<file path="src/rtl/regfile_wb_ctrl.sv">
// LC-3 register-file write-back controller: hazard scoreboard, issue stall and write-port arbitration.
// Optional define REGFILE_WB_BYPASS_EN lets a register cleared this cycle count as free for issue.
module regfile_wb_ctrl #(
  parameter int LOAD_DEPTH = 2
) (
  input  logic       CLK,
  input  logic       RST_N,
  input  logic       ISSUE_VALID,
  output logic       ISSUE_READY,
  input  logic [1:0] ISSUE_KIND,
  input  logic [2:0] ISSUE_RD,
  input  logic [2:0] ISSUE_RS1,
  input  logic [2:0] ISSUE_RS2,
  input  logic       ISSUE_USES_RS2,
  input  logic       MEM_VALID,
  output logic       MEM_ACK,
  output logic       RD_LE,
  output logic       REG_Control,
  output logic [2:0] WB_RD,
  output logic [7:0] BUSY,
  output logic       PROTO_ERR
);

  localparam int PTR_W = (LOAD_DEPTH > 1) ? $clog2(LOAD_DEPTH) : 1;
  localparam int CNT_W = $clog2(LOAD_DEPTH + 1);
  localparam logic [PTR_W-1:0] PTR_LAST = PTR_W'(LOAD_DEPTH - 1);
  localparam logic [CNT_W-1:0] CNT_FULL = CNT_W'(LOAD_DEPTH);

  logic [7:0]       busy_q, busy_d;
  logic             alu_v_q, alu_v_d;
  logic [2:0]       alu_rd_q, alu_rd_d;
  logic [2:0]       fifo_q [LOAD_DEPTH];
  logic [2:0]       fifo_d [LOAD_DEPTH];
  logic [PTR_W-1:0] rd_ptr_q, rd_ptr_d;
  logic [PTR_W-1:0] wr_ptr_q, wr_ptr_d;
  logic [CNT_W-1:0] cnt_q, cnt_d;
  logic             proto_err_q, proto_err_d;

  logic       fifo_empty_s, fifo_full_s;
  logic       load_wr_s, push_s, accept_s;
  logic       is_alu_s, is_load_s;
  logic [2:0] head_s;
  logic [7:0] clr_mask_s, set_mask_s, busy_chk_s;

  assign fifo_empty_s = (cnt_q == {CNT_W{1'b0}});
  assign fifo_full_s  = (cnt_q == CNT_FULL);
  assign head_s       = fifo_q[rd_ptr_q];
  assign is_alu_s     = (ISSUE_KIND == 2'b01);
  assign is_load_s    = (ISSUE_KIND == 2'b10);
  // ALU owns the port whenever its stage is occupied; loads wait.
  assign load_wr_s    = MEM_VALID & ~fifo_empty_s & ~alu_v_q;

  // Write-port drive and the set of scoreboard bits retired this cycle
  always_comb begin
    RD_LE       = 1'b0;
    REG_Control = 1'b0;
    WB_RD       = 3'd0;
    MEM_ACK     = 1'b0;
    clr_mask_s  = 8'h00;
    if (alu_v_q) begin
      RD_LE      = 1'b1;
      WB_RD      = alu_rd_q;
      clr_mask_s = 8'h01 << alu_rd_q;
    end else if (load_wr_s) begin
      RD_LE       = 1'b1;
      REG_Control = 1'b1;
      WB_RD       = head_s;
      MEM_ACK     = 1'b1;
      clr_mask_s  = 8'h01 << head_s;
    end else begin
      RD_LE = 1'b0;
    end
  end

`ifdef REGFILE_WB_BYPASS_EN
  assign busy_chk_s = busy_q & ~clr_mask_s;
`else
  assign busy_chk_s = busy_q;
`endif

  // Issue hazard check: RAW on sources, WAW on destination, load FIFO space
  always_comb begin
    ISSUE_READY = 1'b1;
    if (busy_chk_s[ISSUE_RS1]) begin
      ISSUE_READY = 1'b0;
    end else if (ISSUE_USES_RS2 && busy_chk_s[ISSUE_RS2]) begin
      ISSUE_READY = 1'b0;
    end else if ((is_alu_s || is_load_s) && busy_chk_s[ISSUE_RD]) begin
      ISSUE_READY = 1'b0;
    end else if (is_load_s && fifo_full_s) begin
      ISSUE_READY = 1'b0;
    end else begin
      ISSUE_READY = 1'b1;
    end
  end

  assign accept_s = ISSUE_VALID & ISSUE_READY;
  assign push_s   = accept_s & is_load_s;

  // Next-state: scoreboard, ALU stage, load FIFO and protocol error
  always_comb begin
    set_mask_s  = 8'h00;
    alu_v_d     = 1'b0;
    alu_rd_d    = 3'd0;
    rd_ptr_d    = rd_ptr_q;
    wr_ptr_d    = wr_ptr_q;
    cnt_d       = cnt_q;
    fifo_d      = fifo_q;
    proto_err_d = proto_err_q | (MEM_VALID & fifo_empty_s);

    if (accept_s && (is_alu_s || is_load_s)) begin
      set_mask_s = 8'h01 << ISSUE_RD;
    end else begin
      set_mask_s = 8'h00;
    end
    // Set after clear so a bypassed re-issue keeps its bit
    busy_d = (busy_q & ~clr_mask_s) | set_mask_s;

    if (accept_s && is_alu_s) begin
      alu_v_d  = 1'b1;
      alu_rd_d = ISSUE_RD;
    end else begin
      alu_v_d  = 1'b0;
      alu_rd_d = 3'd0;
    end

    if (push_s) begin
      fifo_d[wr_ptr_q] = ISSUE_RD;
      wr_ptr_d = (wr_ptr_q == PTR_LAST) ? {PTR_W{1'b0}} : wr_ptr_q + {{(PTR_W-1){1'b0}}, 1'b1};
    end else begin
      wr_ptr_d = wr_ptr_q;
    end

    if (load_wr_s) begin
      rd_ptr_d = (rd_ptr_q == PTR_LAST) ? {PTR_W{1'b0}} : rd_ptr_q + {{(PTR_W-1){1'b0}}, 1'b1};
    end else begin
      rd_ptr_d = rd_ptr_q;
    end

    case ({push_s, load_wr_s})
      2'b10:   cnt_d = cnt_q + {{(CNT_W-1){1'b0}}, 1'b1};
      2'b01:   cnt_d = cnt_q - {{(CNT_W-1){1'b0}}, 1'b1};
      default: cnt_d = cnt_q;
    endcase
  end

  // State registers
  always_ff @(posedge CLK or negedge RST_N) begin
    if (!RST_N) begin
      busy_q      <= 8'h00;
      alu_v_q     <= 1'b0;
      alu_rd_q    <= 3'd0;
      rd_ptr_q    <= {PTR_W{1'b0}};
      wr_ptr_q    <= {PTR_W{1'b0}};
      cnt_q       <= {CNT_W{1'b0}};
      proto_err_q <= 1'b0;
      for (int i = 0; i < LOAD_DEPTH; i++) begin
        fifo_q[i] <= 3'd0;
      end
    end else begin
      busy_q      <= busy_d;
      alu_v_q     <= alu_v_d;
      alu_rd_q    <= alu_rd_d;
      rd_ptr_q    <= rd_ptr_d;
      wr_ptr_q    <= wr_ptr_d;
      cnt_q       <= cnt_d;
      proto_err_q <= proto_err_d;
      fifo_q      <= fifo_d;
    end
  end

  assign BUSY      = busy_q;
  assign PROTO_ERR = proto_err_q;

endmodule

</file>
<file path="config.mk">
export PLATFORM = sky130hd
export DESIGN_NAME = regfile_wb_ctrl
export DESIGN_NICKNAME = d
export VERILOG_FILES = /design/src/rtl/regfile_wb_ctrl.sv
export SDC_FILE = /design/constraint.sdc
export NUM_CORES = 1
export LEC_CHECK = 0
export ABC_AREA = 1
export CORE_ASPECT_RATIO = 2
export CORE_UTILIZATION = 55
export DETAILED_ROUTE_END_ITERATION = 16
export MAX_ROUTING_LAYER = met4
export PLACE_DENSITY = 0.94
export SLEW_MARGIN = 10
export SYNTH_ARGS = -nofsm -noshare
export SYNTH_HDL_FRONTEND = slang
export SYNTH_SLANG_ARGS = --single-unit
export TNS_END_PERCENT = 50
</file>
<file path="constraint.sdc">
create_clock -name CLK -period 5.41 [get_ports CLK]
set_clock_uncertainty 0.1 [all_clocks]
set_input_delay 1.623 -clock CLK [delete_from_list [all_inputs] [get_ports CLK]]
set_output_delay 1.623 -clock CLK [all_outputs]
set_load 0.02 [all_outputs]
</file>
==> out/qor.json, run 1 <==
{
  "leakage_nw": 1.038,
  "syn_nets": 240,
  "timing.critical_path.from_type": "input pin",
  "drt-pass1-iter-count": 4,
  "htree_num_levels": 1,
  "final-setup-viol-count": 0,
  "async_flop_share": 1.000,
  "synthesis.area_per_instance_um2": 7.201,
  "final_antenna_net_count": 0,
  "routedWlPerCell_um": 14.72,
  "period_minus_slack_ns": 5.059,
  "synth_ff_type": "sky130_fd_sc_hd__dfrtp_1",
  "io_buffers": 31,
  "synth_area_um2": 1592,
  "globalRouteOverflowTotal": 0,
  "reg2reg_from": "BUSY[3]",
  "post_cts.resized_instances": 0,
  "die_w_um": 40.04,
  "count_of_pins_over_their_slew_limit": 0,
  "timing.critical_path.required_ns": 3.69,
  "worst-endpoint-arrival_ns": 3.34,
  "grt_antenna_before_repair": 0,
  "dpl.hpwl_um": 3266,
  "first_pass_grt_wire_length_um": 6893,
  "residual_drc_count": 0,
  "die_height_um": 78.08,
  "syn-instance-count": 221,
  "placeable_core_region_um2": 2736,
  "track_usage": 0.3265,
  "dr_total_vias": 1681,
  "place.detailed.instances": 281,
  "post_cts.repair.setup_buffers": 0,
  "antenna-diode-count": 0,
  "reg2reg_setup_slack_ns": 3.09,
  "grt_pass1_vias": 1599,
  "synth_seq_cells": 23,
  "first_iter_violations": 87,
  "worstHoldPathCells": 1,
  "std_cell_rows": 27,
  "post_layout_nonfiller_instances": 285,
  "end_of_the_worst_register_to_register_path": "cnt_q[1]",
  "drive_above_1_share": 0.1328,
  "area_growth_from_synthesis_to_final_layout_pct": 25.08,
  "cts_inserted_buffers": 3,
  "critPathCaptureType": "output pin",
  "most_instantiated_cells_after_synthesis": "sky130_fd_sc_hd__nand2_1 (73), sky130_fd_sc_hd__inv_1 (29), sky130_fd_sc_hd__dfrtp_1 (23), sky130_fd_sc_hd__nor2_1 (20), sky130_fd_sc_hd__nand3_1 (10)",
  "synth.area.top_cells": "sky130_fd_sc_hd__dfrtp_1 (36%), sky130_fd_sc_hd__nand2_1 (17%), sky130_fd_sc_hd__inv_1 (6.8%), sky130_fd_sc_hd__nor2_1 (4.7%), sky130_fd_sc_hd__nand3_1 (3.1%)",
  "type_of_the_worst_min_delay_path": "reg -> reg",
  "run_status": "finished clean",
  "pwr_density_cell_nw_per_um2": 452.8,
  "final.setup.tns_ns": 0,
  "crit_fanout": 5,
  "min-delay-start": "PROTO_ERR",
  "post_drt_via_cell_ratio": 5.898,
  "die_area_um2": 3126,
  "synthDominantCellAreaShare": 0.3616,
  "clk_root_buffer_cell": "sky130_fd_sc_hd__clkbuf_8",
  "hold-path-endpoint": "PROTO_ERR",
  "finalCritPeriodShare": 0.9351,
  "post_cts_hold_buffer_count": 0,
  "max-clock-path-buffers": 2,
  "reg2reg_depth": 12,
  "number_of_enable_flip_flop_cells_after_synthesis": 0,
  "worst_ir_drop_vdd_mv": 0.2718,
  "synth_cell_type_count": 31,
  "fmaxAchievable_mhz": 197.7,
  "max_slew_margin": 0.2863,
  "worstSkewPairLatency_ns": 0.28,
  "drt_wl_total_um": 4194,
  "grt_setup_unrepaired": "no",
  "start_util": 0.5816,
  "max_cap_violations": 0,
  "tightest_slew_ns": 1.067,
  "final_gp_congestion": 0.9714,
  "post_synth_top_area_cell": "sky130_fd_sc_hd__dfrtp_1",
  "path_class": "in -> out",
  "pin_count": 32,
  "timing_hold_violations_final": 0,
  "clkTransAtPathRegs_ns": 0.08,
  "tritoncts": "built",
  "grt_start_max_net_pins": 24,
  "clock-sinks": 23,
  "synthMostInstantiatedCell": "sky130_fd_sc_hd__nand2_1",
  "synth-warning-count": 0,
  "layout.nets": 276,
  "yosysSeqAreaShare": 0.3616
}
[worst max path at each step]
stage | startpoint | cells past startpoint | slack (ns) | endpoint
2_1_floorplan | MEM_VALID | 4 | 1.04 | WB_RD[2]
3_3_place_gp | ISSUE_KIND[0] | 8 | 0.14 | ISSUE_READY
3_5_place_dp | ISSUE_RD[0] | 10 | 0.09 | ISSUE_READY
4_1_cts | ISSUE_RD[0] | 10 | 0.08 | ISSUE_READY
5_1_grt | ISSUE_RD[0] | 10 | 0.25 | ISSUE_READY
6_report | MEM_VALID | 6 | 0.35 | WB_RD[2]
[layout by cell type (no fill, tap or decap)]
master,count
sky130_fd_sc_hd__a22oi_1,5
sky130_fd_sc_hd__xor2_1,2
sky130_fd_sc_hd__dfrtp_1,23
sky130_fd_sc_hd__nor2_8,1
sky130_fd_sc_hd__nand2_1,73
sky130_fd_sc_hd__clkdlybuf4s50_1,30
sky130_fd_sc_hd__nand2_4,1
sky130_fd_sc_hd__nand2_2,4
sky130_fd_sc_hd__a21oi_1,3
sky130_fd_sc_hd__xnor2_1,1
sky130_fd_sc_hd__dlymetal6s2s_1,1
sky130_fd_sc_hd__inv_1,29
sky130_fd_sc_hd__nand3_1,10
sky130_fd_sc_hd__nand3_2,3
sky130_fd_sc_hd__ha_1,3
sky130_fd_sc_hd__nand3_4,1
sky130_fd_sc_hd__nor2_2,5
sky130_fd_sc_hd__nand4_2,2
sky130_fd_sc_hd__clkbuf_1,1
sky130_fd_sc_hd__o21bai_1,1
sky130_fd_sc_hd__inv_2,2
sky130_fd_sc_hd__or2_2,3
sky130_fd_sc_hd__o311ai_0,1
sky130_fd_sc_hd__clkbuf_8,3
sky130_fd_sc_hd__nand4_1,8
sky130_fd_sc_hd__o22ai_1,2
sky130_fd_sc_hd__nor3_4,1
sky130_fd_sc_hd__a31o_2,1
sky130_fd_sc_hd__o21ai_0,7
sky130_fd_sc_hd__nor2_1,20
sky130_fd_sc_hd__clkinv_1,1
sky130_fd_sc_hd__nand3b_1,1
sky130_fd_sc_hd__nor2_4,2
sky130_fd_sc_hd__buf_4,5
[power breakdown]
group          internal [mW]  switching [mW]  total (mW)
clock network         0.0528          0.0596       0.112
registers              0.236          0.0745       0.310
logic                  0.197           0.282       0.479
total                  0.485           0.416       0.901
[critical path: stages]
cell and delay, ns:
sky130_fd_sc_hd__clkdlybuf4s50_1 0.48, sky130_fd_sc_hd__nand2_1 0.09, sky130_fd_sc_hd__nor2_2 0.21, sky130_fd_sc_hd__inv_1 0.14, sky130_fd_sc_hd__o21ai_0 0.17, sky130_fd_sc_hd__clkdlybuf4s50_1 0.63
[kinds of logic after synthesis]
| group | share of synthesized area |
|---|---|
| XOR/XNOR | 0.01651 |
| adder cells (fa/ha/maj) | 0.02359 |
| AND/OR/NAND/NOR | 0.4237 |
| AO/OA/AOI/OAI | 0.07862 |
| buffers and inverters | 0.09591 |
| flip-flops | 0.3616 |
[sequential cells by signal, summed over array words and instances, names as in the netlist]
register   count
fifo_q         6
BUSY           8
alu_v_q        1
alu_rd_q       3
wr_ptr_q       1
cnt_q          2
PROTO_ERR      1
rd_ptr_q       1
[routing by layer]
layer / track usage / vias up / part of all wire
met5: - / - / 0
li1: - / 774 / -
met4: 0.2724 / 0 / 0.072
met3: 0.08475 / 31 / 0.048
met1: 0.3106 / 801 / 0.33
met2: 0.5032 / 75 / 0.55
[stage by stage]
stage               hold slack, ns  worst slack (ns)  utilization  area [um2]  total power, mW
floorplan                   0.3345             1.041            -        1592           0.6016
global placement            0.3498            0.1400       0.7101        1943           0.7695
detailed placement          0.3537           0.08619       0.7101        1943           0.7847
CTS                         0.3718           0.07598       0.7266        1988           0.8982
global route                0.3835            0.2484       0.7275        1991           0.9670
finish                      0.3677            0.3508       0.7275        1991           0.9014
[area by class of cell]
cell class                      count  area [um2]
Multi-Input combinational cell    161       863.3
Fill cell                         196       745.7
Sequential cell                    23       575.6
Timing Repair Buffer               36       350.3
Inverter                           32       120.1
Clock buffer                        4       45.04
Tap cell                           29       36.28
(Power assumes the default switching activity.)
==> run 2: changes to the inputs <==
--- a/config.mk
+++ b/config.mk
@@ -6,11 +6,13 @@
 export NUM_CORES = 1
 export LEC_CHECK = 0
 export ABC_AREA = 1
+export CELL_PAD_IN_SITES_DETAIL_PLACEMENT = 0
+export CELL_PAD_IN_SITES_GLOBAL_PLACEMENT = 1
 export CORE_ASPECT_RATIO = 2
-export CORE_UTILIZATION = 55
+export CORE_UTILIZATION = 39
 export DETAILED_ROUTE_END_ITERATION = 16
 export MAX_ROUTING_LAYER = met4
-export PLACE_DENSITY = 0.94
+export PLACE_DENSITY = 0.93
 export SLEW_MARGIN = 10
 export SYNTH_ARGS = -nofsm -noshare
 export SYNTH_HDL_FRONTEND = slang
==> run 2 against run 1 <==
Hold slack better by 0.0048 ns. First-iteration DRC count down 63%. Combinational power about the same. Flip-flop and latch count unchanged. Total power down 0.16%. Worst setup slack better by 0.13 ns. Register-to-register slack better by 0.03 ns. Utilization down 20 points. Via count down 9.1%. Fmax up 2.7%. Critical path depth unchanged. Clock power about the same. Critical endpoint unchanged. Largest cell class unchanged. Largest power group unchanged.
==> out/qor.json, run 2 (same netlist as run 1, synthesis figures left out) <==
{
  "run_status": {"value": "finished clean", "change": "unchanged"},
  "pin_count": {"value": 32, "change": "unchanged"},
  "path_class": {"value": "in -> out", "change": "unchanged"},
  "final_antenna_net_count": {"value": 0, "change": "unchanged"},
  "die_w": {"value": 47.17, "unit": "um", "change": "was 40.04 um"},
  "drt_wl_total": {"value": 4210, "unit": "um", "change": "was 4194 um"},
  "grt_pass1_vias": {"value": 1450, "change": "was 1599"},
  "die_height": {"value": 92.34, "unit": "um", "change": "was 78.08 um"},
  "final_gp_congestion": {"value": 0.8415, "change": "was 0.9714"},
  "post_layout_nonfiller_instances": {"value": 310, "change": "was 285"},
  "antenna-diode-count": {"value": 0, "change": "unchanged"},
  "crit_family": {"value": "buffers and inverters", "change": "unchanged"},
  "most_common_library_cell_in_the_layout_ignoring_fill_and_taps": {"value": "sky130_fd_sc_hd__nand2_1", "change": "unchanged"},
  "fmaxAchievable": {"value": 203.1, "unit": "MHz", "change": "was 197.7 MHz"},
  "final.setup.tns": {"value": 0, "unit": "ns", "change": "unchanged"},
  "worstSkewPairLatency": {"value": 0.27, "unit": "ns", "change": "was 0.28 ns"},
  "place.detailed.instances": {"value": 306, "change": "was 281"},
  "timing.hold.ws": {"value": 0.3725, "unit": "ns", "change": "was 0.3677 ns"},
  "start_util": {"value": 0.4098, "change": "was 0.5816"},
  "layout.nets": {"value": 279, "change": "was 276"},
  "count_of_pins_over_their_slew_limit": {"value": 0, "change": "unchanged"},
  "min-delay-start": {"value": "fifo_q[0]", "change": "was PROTO_ERR"},
  "drive_above_1_share": {"value": 0.1467, "change": "was 0.1328"},
  "grt_setup_unrepaired": {"value": "no", "change": "unchanged"},
  "drt-pass1-iter-count": {"value": 4, "change": "unchanged"},
  "first_pass_grt_wire_length": {"value": 6513, "unit": "um", "change": "was 6893 um"},
  "finalCritPeriodShare": {"value": 0.9103, "change": "was 0.9351"},
  "finish.utilization": {"value": 0.5264, "change": "was 0.7275"},
  "placed_area": {"value": 1993, "unit": "um2", "change": "was 1943 um2"},
  "crit_chain": {"value": "clkdlybuf4s50_1, nand2_1, nor2_2, inv_1, o21ai_0, clkdlybuf4s50_1", "change": "unchanged"},
  "io_buffers": {"value": 31, "change": "unchanged"},
  "tritoncts": {"value": "built", "change": "unchanged"},
  "max_cap_violations": {"value": 0, "change": "unchanged"},
  "max_stage_delay": {"value": 0.63, "unit": "ns", "change": "about the same"},
  "reg2reg_from": {"value": "BUSY[6]", "change": "was BUSY[3]"},
  "tightest_slew": {"value": 1.015, "unit": "ns", "change": "was 1.067 ns"},
  "area_growth_from_synthesis_to_final_layout": {"value": 28.46, "unit": "%", "change": "was 25.08%"},
  "pwr_density_cell": {"value": 440.2, "unit": "nW/um2", "change": "was 452.8 nW/um2"},
  "clock-sinks": {"value": 23, "change": "unchanged"},
  "std_cell_rows": {"value": 32, "change": "was 27"},
  "type_of_the_worst_min_delay_path": {"value": "reg -> reg", "change": "unchanged"},
  "timing_hold_violations_final": {"value": 0, "change": "unchanged"},
  "dpl.hpwl": {"value": 3471, "unit": "um", "change": "was 3266 um"},
  "post_cts.repair.setup_buffers": {"value": 0, "change": "unchanged"},
  "track_usage": {"value": 0.2170, "change": "was 0.3265"},
  "grt_start_max_net_pins": {"value": 24, "change": "unchanged"},
  "max_slew_margin": {"value": 0.3214, "change": "was 0.2863"},
  "max-clock-path-buffers": {"value": 2, "change": "unchanged"},
  "largest_reg_flops": {"value": 8, "change": "unchanged"},
  "timing.critical_path.from_type": {"value": "input pin", "change": "unchanged"},
  "placeable_core_region": {"value": 3884, "unit": "um2", "change": "was 2736 um2"},
  "most_frequent_cell_on_critical_path": {"value": "sky130_fd_sc_hd__clkdlybuf4s50_1", "change": "unchanged"},
  "routedWlPerCell": {"value": 13.58, "unit": "um", "change": "was 14.72 um"},
  "grt_antenna_before_repair": {"value": 0, "change": "unchanged"},
  "post_cts_hold_buffer_count": {"value": 0, "change": "unchanged"},
  "layout_common_cells": {"value": "sky130_fd_sc_hd__nand2_1 (73), sky130_fd_sc_hd__clkdlybuf4s50_1 (30), sky130_fd_sc_hd__inv_1 (29)", "change": "unchanged"},
  "htree_num_levels": {"value": 1, "change": "unchanged"},
  "slowest_stage": {"value": "sky130_fd_sc_hd__clkdlybuf4s50_1", "change": "unchanged"},
  "worst-path-buf-inv": {"value": 3, "change": "unchanged"},
  "dr_total_vias": {"value": 1528, "change": "was 1681"},
  "post_drt_via_cell_ratio": {"value": 4.929, "change": "was 5.898"},
  "residual_drc_count": {"value": 0, "change": "unchanged"},
  "globalRouteOverflowTotal": {"value": 0, "change": "unchanged"},
  "crit_fanout": {"value": 5, "change": "unchanged"},
  "critPathCaptureType": {"value": "output pin", "change": "unchanged"},
  "worst-endpoint-arrival": {"value": 3.20, "unit": "ns", "change": "was 3.34 ns"},
  "final-setup-viol-count": {"value": 0, "change": "unchanged"},
  "timing.critical_path.required": {"value": 3.69, "unit": "ns", "change": "about the same"},
  "cts_inserted_buffers": {"value": 3, "change": "unchanged"},
  "die_area": {"value": 4356, "unit": "um2", "change": "was 3126 um2"},
  "leakage": {"value": 1.051, "unit": "nW", "change": "was 1.038 nW"},
  "fin_area": {"value": 2044, "unit": "um2", "change": "was 1991 um2"},
  "period_minus_slack": {"value": 4.925, "unit": "ns", "change": "was 5.059 ns"},
  "clkTransAtPathRegs": {"value": 0.08, "unit": "ns", "change": "about the same"},
  "worst_ir_drop_vdd": {"value": 0.2810, "unit": "mV", "change": "was 0.2718 mV"},
  "first_iter_violations": {"value": 32, "change": "was 87"},
  "clk_root_buffer_cell": {"value": "sky130_fd_sc_hd__clkbuf_8", "change": "unchanged"},
  "critical_path.startpoint": {"value": "MEM_VALID", "change": "unchanged"}
}
-- run 2: cell types whose count changed in the layout (fill, tap and decap cells not counted) --
| cell | before | now |
|---|---|---|
| sky130_fd_sc_hd__buf_4 | 5 | 8 |
| sky130_fd_sc_hd__clkbuf_1 | 1 | 0 |
| sky130_fd_sc_hd__clkinvlp_4 | 0 | 1 |
-- run 2: final timing paths --
check	end	cells after the start	slack [ns]
worst max-delay path	WB_RD[2]	6	0.49
worst max register to register	cnt_q[1]	13	3.12
worst min-delay path	fifo_q[0]	2	0.37
max in group asynchronous	BUSY[4]	1	2.79
worst min register to register	fifo_q[0]	2	0.37
min in group asynchronous	PROTO_ERR	1	1.80
-- run 2: final cells by class --
| type | instances | area (um2) |
|---|---|---|
| sequential | 23 | 575.6 |
| clock buffer | 3 | 41.29 |
| timing repair buffer | 39 | 372.9 |
| tap | 51 | 63.81 |
| clock inverter | 1 | 7.507 |
| multi-input combinational | 161 | 863.3 |
| inverter | 32 | 120.1 |
| fill | 401 | 1839 |
-- run 2: worst min-delay path, cell delays in order (launching register included) --
cell and delay, ns:
sky130_fd_sc_hd__dfrtp_1 0.34, sky130_fd_sc_hd__nand2_1 0.05, sky130_fd_sc_hd__nand2_1 0.05
-- run 2: stage by stage --
| stage | power [mW] | worst slack, ns |
|---|---|---|
| detailed placement | 0.7953 | 0.1037 |
| finish | 0.8999 | 0.4852 |
| global placement | 0.7852 | 0.1100 |
| CTS | 0.9076 | 0.1034 |
| floorplan | 0.6016 | 1.041 |
| global route | 0.9709 | 0.3719 |
-- run 2: timing repair --
item                                    in CTS  in global routing
endpoints found under the setup margin       0                  1
resized for setup                            0                  1
hold endpoints to repair                     0                  0
-- run 2: power by group --
part / total, mW / switching (mW) / internal [mW]
Sequential: 0.309 / 0.0738 / 0.236
Clock: 0.112 / 0.0600 / 0.0523
Combinational: 0.478 / 0.277 / 0.201
-- run 2: per-layer routing --
layer / track usage / wire length (um) / up-vias
met2: 0.4028 / 2556 / 24
met4: 0.09524 / 124 / 0
met1: 0.2033 / 1445 / 714
met5: - / 0 / -
li1: - / - / 779
met3: 0.02534 / 83 / 11
==> run 3: changes to the inputs <==
--- a/config.mk
+++ b/config.mk
@@ -8,7 +8,7 @@
 export ABC_AREA = 1
 export CELL_PAD_IN_SITES_DETAIL_PLACEMENT = 0
 export CELL_PAD_IN_SITES_GLOBAL_PLACEMENT = 1
-export CORE_ASPECT_RATIO = 2
+export CORE_ASPECT_RATIO = 1.2
 export CORE_UTILIZATION = 39
 export DETAILED_ROUTE_END_ITERATION = 16
 export MAX_ROUTING_LAYER = met4
==> run 3 against run 2 <==
Via count grew 0.20%. Highest routed layer unchanged. Hold slack is essentially flat. Total power shrank 0.66%. Largest power group unchanged. Register-to-register slack gained 0.03 ns.
==> out/qor.json, run 3 (same netlist as run 1, synthesis figures left out) <==
{
  "final-setup-viol-count": {"value": 0, "change": "unchanged"},
  "htree_num_levels": {"value": 1, "change": "unchanged"},
  "crit_fanout": {"value": 3, "change": "was 5"},
  "filler_cell_count": {"value": 383, "change": "was 401"},
  "power_switching": {"value": 0.4057, "unit": "mW", "change": "was 0.4106 mW"},
  "reg2reg_from": {"value": "BUSY[1]", "change": "was BUSY[6]"},
  "power.switching_fraction": {"value": 0.4538, "change": "was 0.4563"},
  "pwr_density_cell": {"value": 440.8, "unit": "nW/um2", "change": "was 440.2 nW/um2"},
  "finalCritPeriodShare": {"value": 0.9676, "change": "was 0.9103"},
  "post_cts_hold_buffer_count": {"value": 0, "change": "unchanged"},
  "most_common_library_cell_in_the_layout_ignoring_fill_and_taps": {"value": "sky130_fd_sc_hd__nand2_1", "change": "unchanged"},
  "finalWorstSetupSlack": {"value": 0.1752, "unit": "ns", "change": "was 0.4852 ns"},
  "grt_start_max_net_pins": {"value": 24, "change": "unchanged"},
  "track_usage": {"value": 0.2094, "change": "was 0.2170"},
  "crit_chain": {"value": "clkdlybuf4s50_1, inv_1, ha_1, nand3_1, nand2_2, nor2_4, nand2_2, nor2_4, clkdlybuf4s50_1", "change": "was clkdlybuf4s50_1, nand2_1, nor2_2, inv_1, o21ai_0, clkdlybuf4s50_1"},
  "final_gp_congestion": {"value": 0.9007, "change": "was 0.8415"},
  "worst_ir_drop_vdd": {"value": 0.2085, "unit": "mV", "change": "was 0.2810 mV"},
  "largest_reg_flops": {"value": 8, "change": "unchanged"},
  "timing.critical_path.from_type": {"value": "input pin", "change": "unchanged"},
  "finish.utilization": {"value": 0.5187, "change": "was 0.5264"},
  "first_pass_grt_wire_length": {"value": 6706, "unit": "um", "change": "was 6513 um"},
  "post_layout_nonfiller_instances": {"value": 311, "change": "was 310"},
  "min-delay-start": {"value": "fifo_q[5]", "change": "was fifo_q[0]"},
  "final.setup.tns": {"value": 0, "unit": "ns", "change": "unchanged"},
  "placed_area": {"value": 1982, "unit": "um2", "change": "was 1993 um2"},
  "post_cts.repair.setup_buffers": {"value": 0, "change": "unchanged"},
  "max_slew_margin": {"value": 0.3024, "change": "was 0.3214"},
  "globalRouteOverflowTotal": {"value": 0, "change": "unchanged"},
  "end_of_the_worst_register_to_register_path": {"value": "cnt_q[1]", "change": "unchanged"},
  "power": {"value": 0.8940, "unit": "mW", "change": "was 0.8999 mW"},
  "max_stage_delay": {"value": 0.61, "unit": "ns", "change": "was 0.63 ns"},
  "hold-path-endpoint": {"value": "fifo_q[5]", "change": "was fifo_q[0]"},
  "clockPowerShare": {"value": 0.120, "change": "was 0.125"},
  "post_drt_via_cell_ratio": {"value": 4.923, "change": "was 4.929"},
  "grt_setup_unrepaired": {"value": "no", "change": "unchanged"},
  "seq_area": {"value": 575.6, "unit": "um2", "change": "unchanged"},
  "timing.critical_path.required": {"value": 3.69, "unit": "ns", "change": "about the same"},
  "layout_common_cells": {"value": "sky130_fd_sc_hd__nand2_1 (73), sky130_fd_sc_hd__clkdlybuf4s50_1 (31), sky130_fd_sc_hd__inv_1 (29)", "change": "was sky130_fd_sc_hd__nand2_1 (73), sky130_fd_sc_hd__clkdlybuf4s50_1 (30), sky130_fd_sc_hd__inv_1 (29)"},
  "grt_antenna_before_repair": {"value": 0, "change": "unchanged"},
  "reg2reg_setup_slack": {"value": 3.15, "unit": "ns", "change": "was 3.12 ns"},
  "drt_wl_total": {"value": 4012, "unit": "um", "change": "was 4210 um"},
  "routedWlPerCell": {"value": 12.90, "unit": "um", "change": "was 13.58 um"},
  "area_growth_from_synthesis_to_final_layout": {"value": 27.44, "unit": "%", "change": "was 28.46%"},
  "tightest_slew": {"value": 1.043, "unit": "ns", "change": "was 1.015 ns"},
  "power_report.internal_total": {"value": 0.4883, "unit": "mW", "change": "was 0.4893 mW"},
  "power.sequential.fraction": {"value": 0.343, "change": "was 0.344"},
  "fmaxAchievable": {"value": 191.0, "unit": "MHz", "change": "was 203.1 MHz"},
  "critPathCaptureType": {"value": "output pin", "change": "unchanged"},
  "path_class": {"value": "in -> out", "change": "unchanged"},
  "place_ws": {"value": 0.1613, "unit": "ns", "change": "was 0.1037 ns"},
  "worstHoldPathCells": {"value": 2, "change": "unchanged"},
  "period_minus_slack": {"value": 5.235, "unit": "ns", "change": "was 4.925 ns"},
  "drive_above_1_share": {"value": 0.1401, "change": "was 0.1467"},
  "dpl.hpwl": {"value": 3119, "unit": "um", "change": "was 3471 um"},
  "count_of_pins_over_their_slew_limit": {"value": 0, "change": "unchanged"},
  "tritoncts": {"value": "built", "change": "unchanged"},
  "clkTransAtPathRegs": {"value": 0.08, "unit": "ns", "change": "about the same"},
  "max_cap_violations": {"value": 0, "change": "unchanged"},
  "start_util": {"value": 0.4070, "change": "was 0.4098"},
  "multi_input_comb_area": {"value": 863.3, "unit": "um2", "change": "unchanged"},
  "std_cell_rows": {"value": 25, "change": "was 32"},
  "placeable_core_region": {"value": 3910, "unit": "um2", "change": "was 3884 um2"},
  "die_w": {"value": 60.32, "unit": "um", "change": "was 47.17 um"},
  "leakage": {"value": 1.034, "unit": "nW", "change": "was 1.051 nW"},
  "max-clock-path-buffers": {"value": 2, "change": "unchanged"},
  "antenna-diode-count": {"value": 0, "change": "unchanged"},
  "worstSkewPairLatency": {"value": 0.26, "unit": "ns", "change": "was 0.27 ns"},
  "residual_drc_count": {"value": 0, "change": "unchanged"},
  "pin_count": {"value": 32, "change": "unchanged"},
  "worst-endpoint-arrival": {"value": 3.51, "unit": "ns", "change": "was 3.20 ns"},
  "clk_root_buffer_cell": {"value": "sky130_fd_sc_hd__clkbuf_8", "change": "unchanged"},
  "clock-sinks": {"value": 23, "change": "unchanged"},
  "final_antenna_net_count": {"value": 0, "change": "unchanged"},
  "die_area": {"value": 4341, "unit": "um2", "change": "was 4356 um2"},
  "layout.nets": {"value": 277, "change": "was 279"},
  "place.detailed.instances": {"value": 307, "change": "was 306"},
  "die_height": {"value": 71.98, "unit": "um", "change": "was 92.34 um"},
  "run_status": {"value": "finished clean", "change": "unchanged"},
  "timing_hold_violations_final": {"value": 0, "change": "unchanged"},
  "io_buffers": {"value": 31, "change": "unchanged"},
  "type_of_the_worst_min_delay_path": {"value": "reg -> reg", "change": "unchanged"},
  "grt_pass1_vias": {"value": 1507, "change": "was 1450"},
  "slowest_stage": {"value": "sky130_fd_sc_hd__clkdlybuf4s50_1", "change": "unchanged"},
  "dr_total_vias": {"value": 1531, "change": "was 1528"},
  "drt-pass1-iter-count": {"value": 4, "change": "unchanged"},
  "first_iter_violations": {"value": 68, "change": "was 32"},
  "cts_inserted_buffers": {"value": 3, "change": "unchanged"},
  "fin_area": {"value": 2028, "unit": "um2", "change": "was 2044 um2"},
  "timing.hold.ws": {"value": 0.3728, "unit": "ns", "change": "was 0.3725 ns"},
  "combinationalPowerShare": {"value": 0.536, "change": "was 0.531"},
  "post_cts.resized_instances": {"value": 0, "change": "unchanged"},
  "reg2reg_depth": {"value": 12, "change": "was 13"}
}
==> run 3: cell count changes in the layout (fill, tap and decap cells not counted) <==
cell,delta
sky130_fd_sc_hd__clkinvlp_4,-1
sky130_fd_sc_hd__dlymetal6s2s_1,-1
sky130_fd_sc_hd__clkinv_2,+1
sky130_fd_sc_hd__buf_4,-2
sky130_fd_sc_hd__clkdlybuf4s50_1,+1
==> run 3: power groups by stage <==
stage               Sequential [mW]  Clock, mW  Combinational, mW
floorplan                     0.321          0              0.281
global route                  0.319      0.118              0.538
detailed placement            0.311          0              0.481
CTS                           0.307      0.109              0.483
finish                        0.307      0.108              0.479
global placement              0.312          0              0.473
==> run 3: worst max-delay path: cells and delay by family <==
kind                     cells  cell delay [ns]
adder cells (fa/ha/maj)      1             0.22
buffers and inverters        3             1.14
AND/OR/NAND/NOR              5             0.54
==> run 3: worst max-delay path by stage <==
stage / cells after the start / startpoint / slack [ns] / end
after floorplan: 4 / MEM_VALID / 1.04 / WB_RD[2]
after detailed placement: 9 / ISSUE_KIND[0] / 0.16 / ISSUE_READY
after CTS: 9 / ISSUE_KIND[0] / 0.16 / ISSUE_READY
after global placement: 9 / ISSUE_KIND[0] / 0.16 / ISSUE_READY
final: 9 / ISSUE_KIND[0] / 0.18 / ISSUE_READY
after global routing: 10 / ISSUE_RD[0] / 0.03 / ISSUE_READY
==> run 3: cell type report <==
type / count / area share
Clock buffer: 3 / 0.02036
Clock inverter: 1 / 0.002468
Inverter: 32 / 0.05922
Multi-Input combinational cell: 161 / 0.4257
Sequential cell: 23 / 0.2838
Tap cell: 54 / 0.03331
Timing Repair Buffer: 37 / 0.1752
==> run 3: metal layers <==
metal	wire, um	vias up	part of all wire	GRT usage
met1	1749	717	0.44	0.2494
li1	-	771	-	-
met4	51	0	0.013	0.05168
met5	0	-	0	-
met3	158	6	0.039	0.02496
met2	2052	37	0.51	0.3675
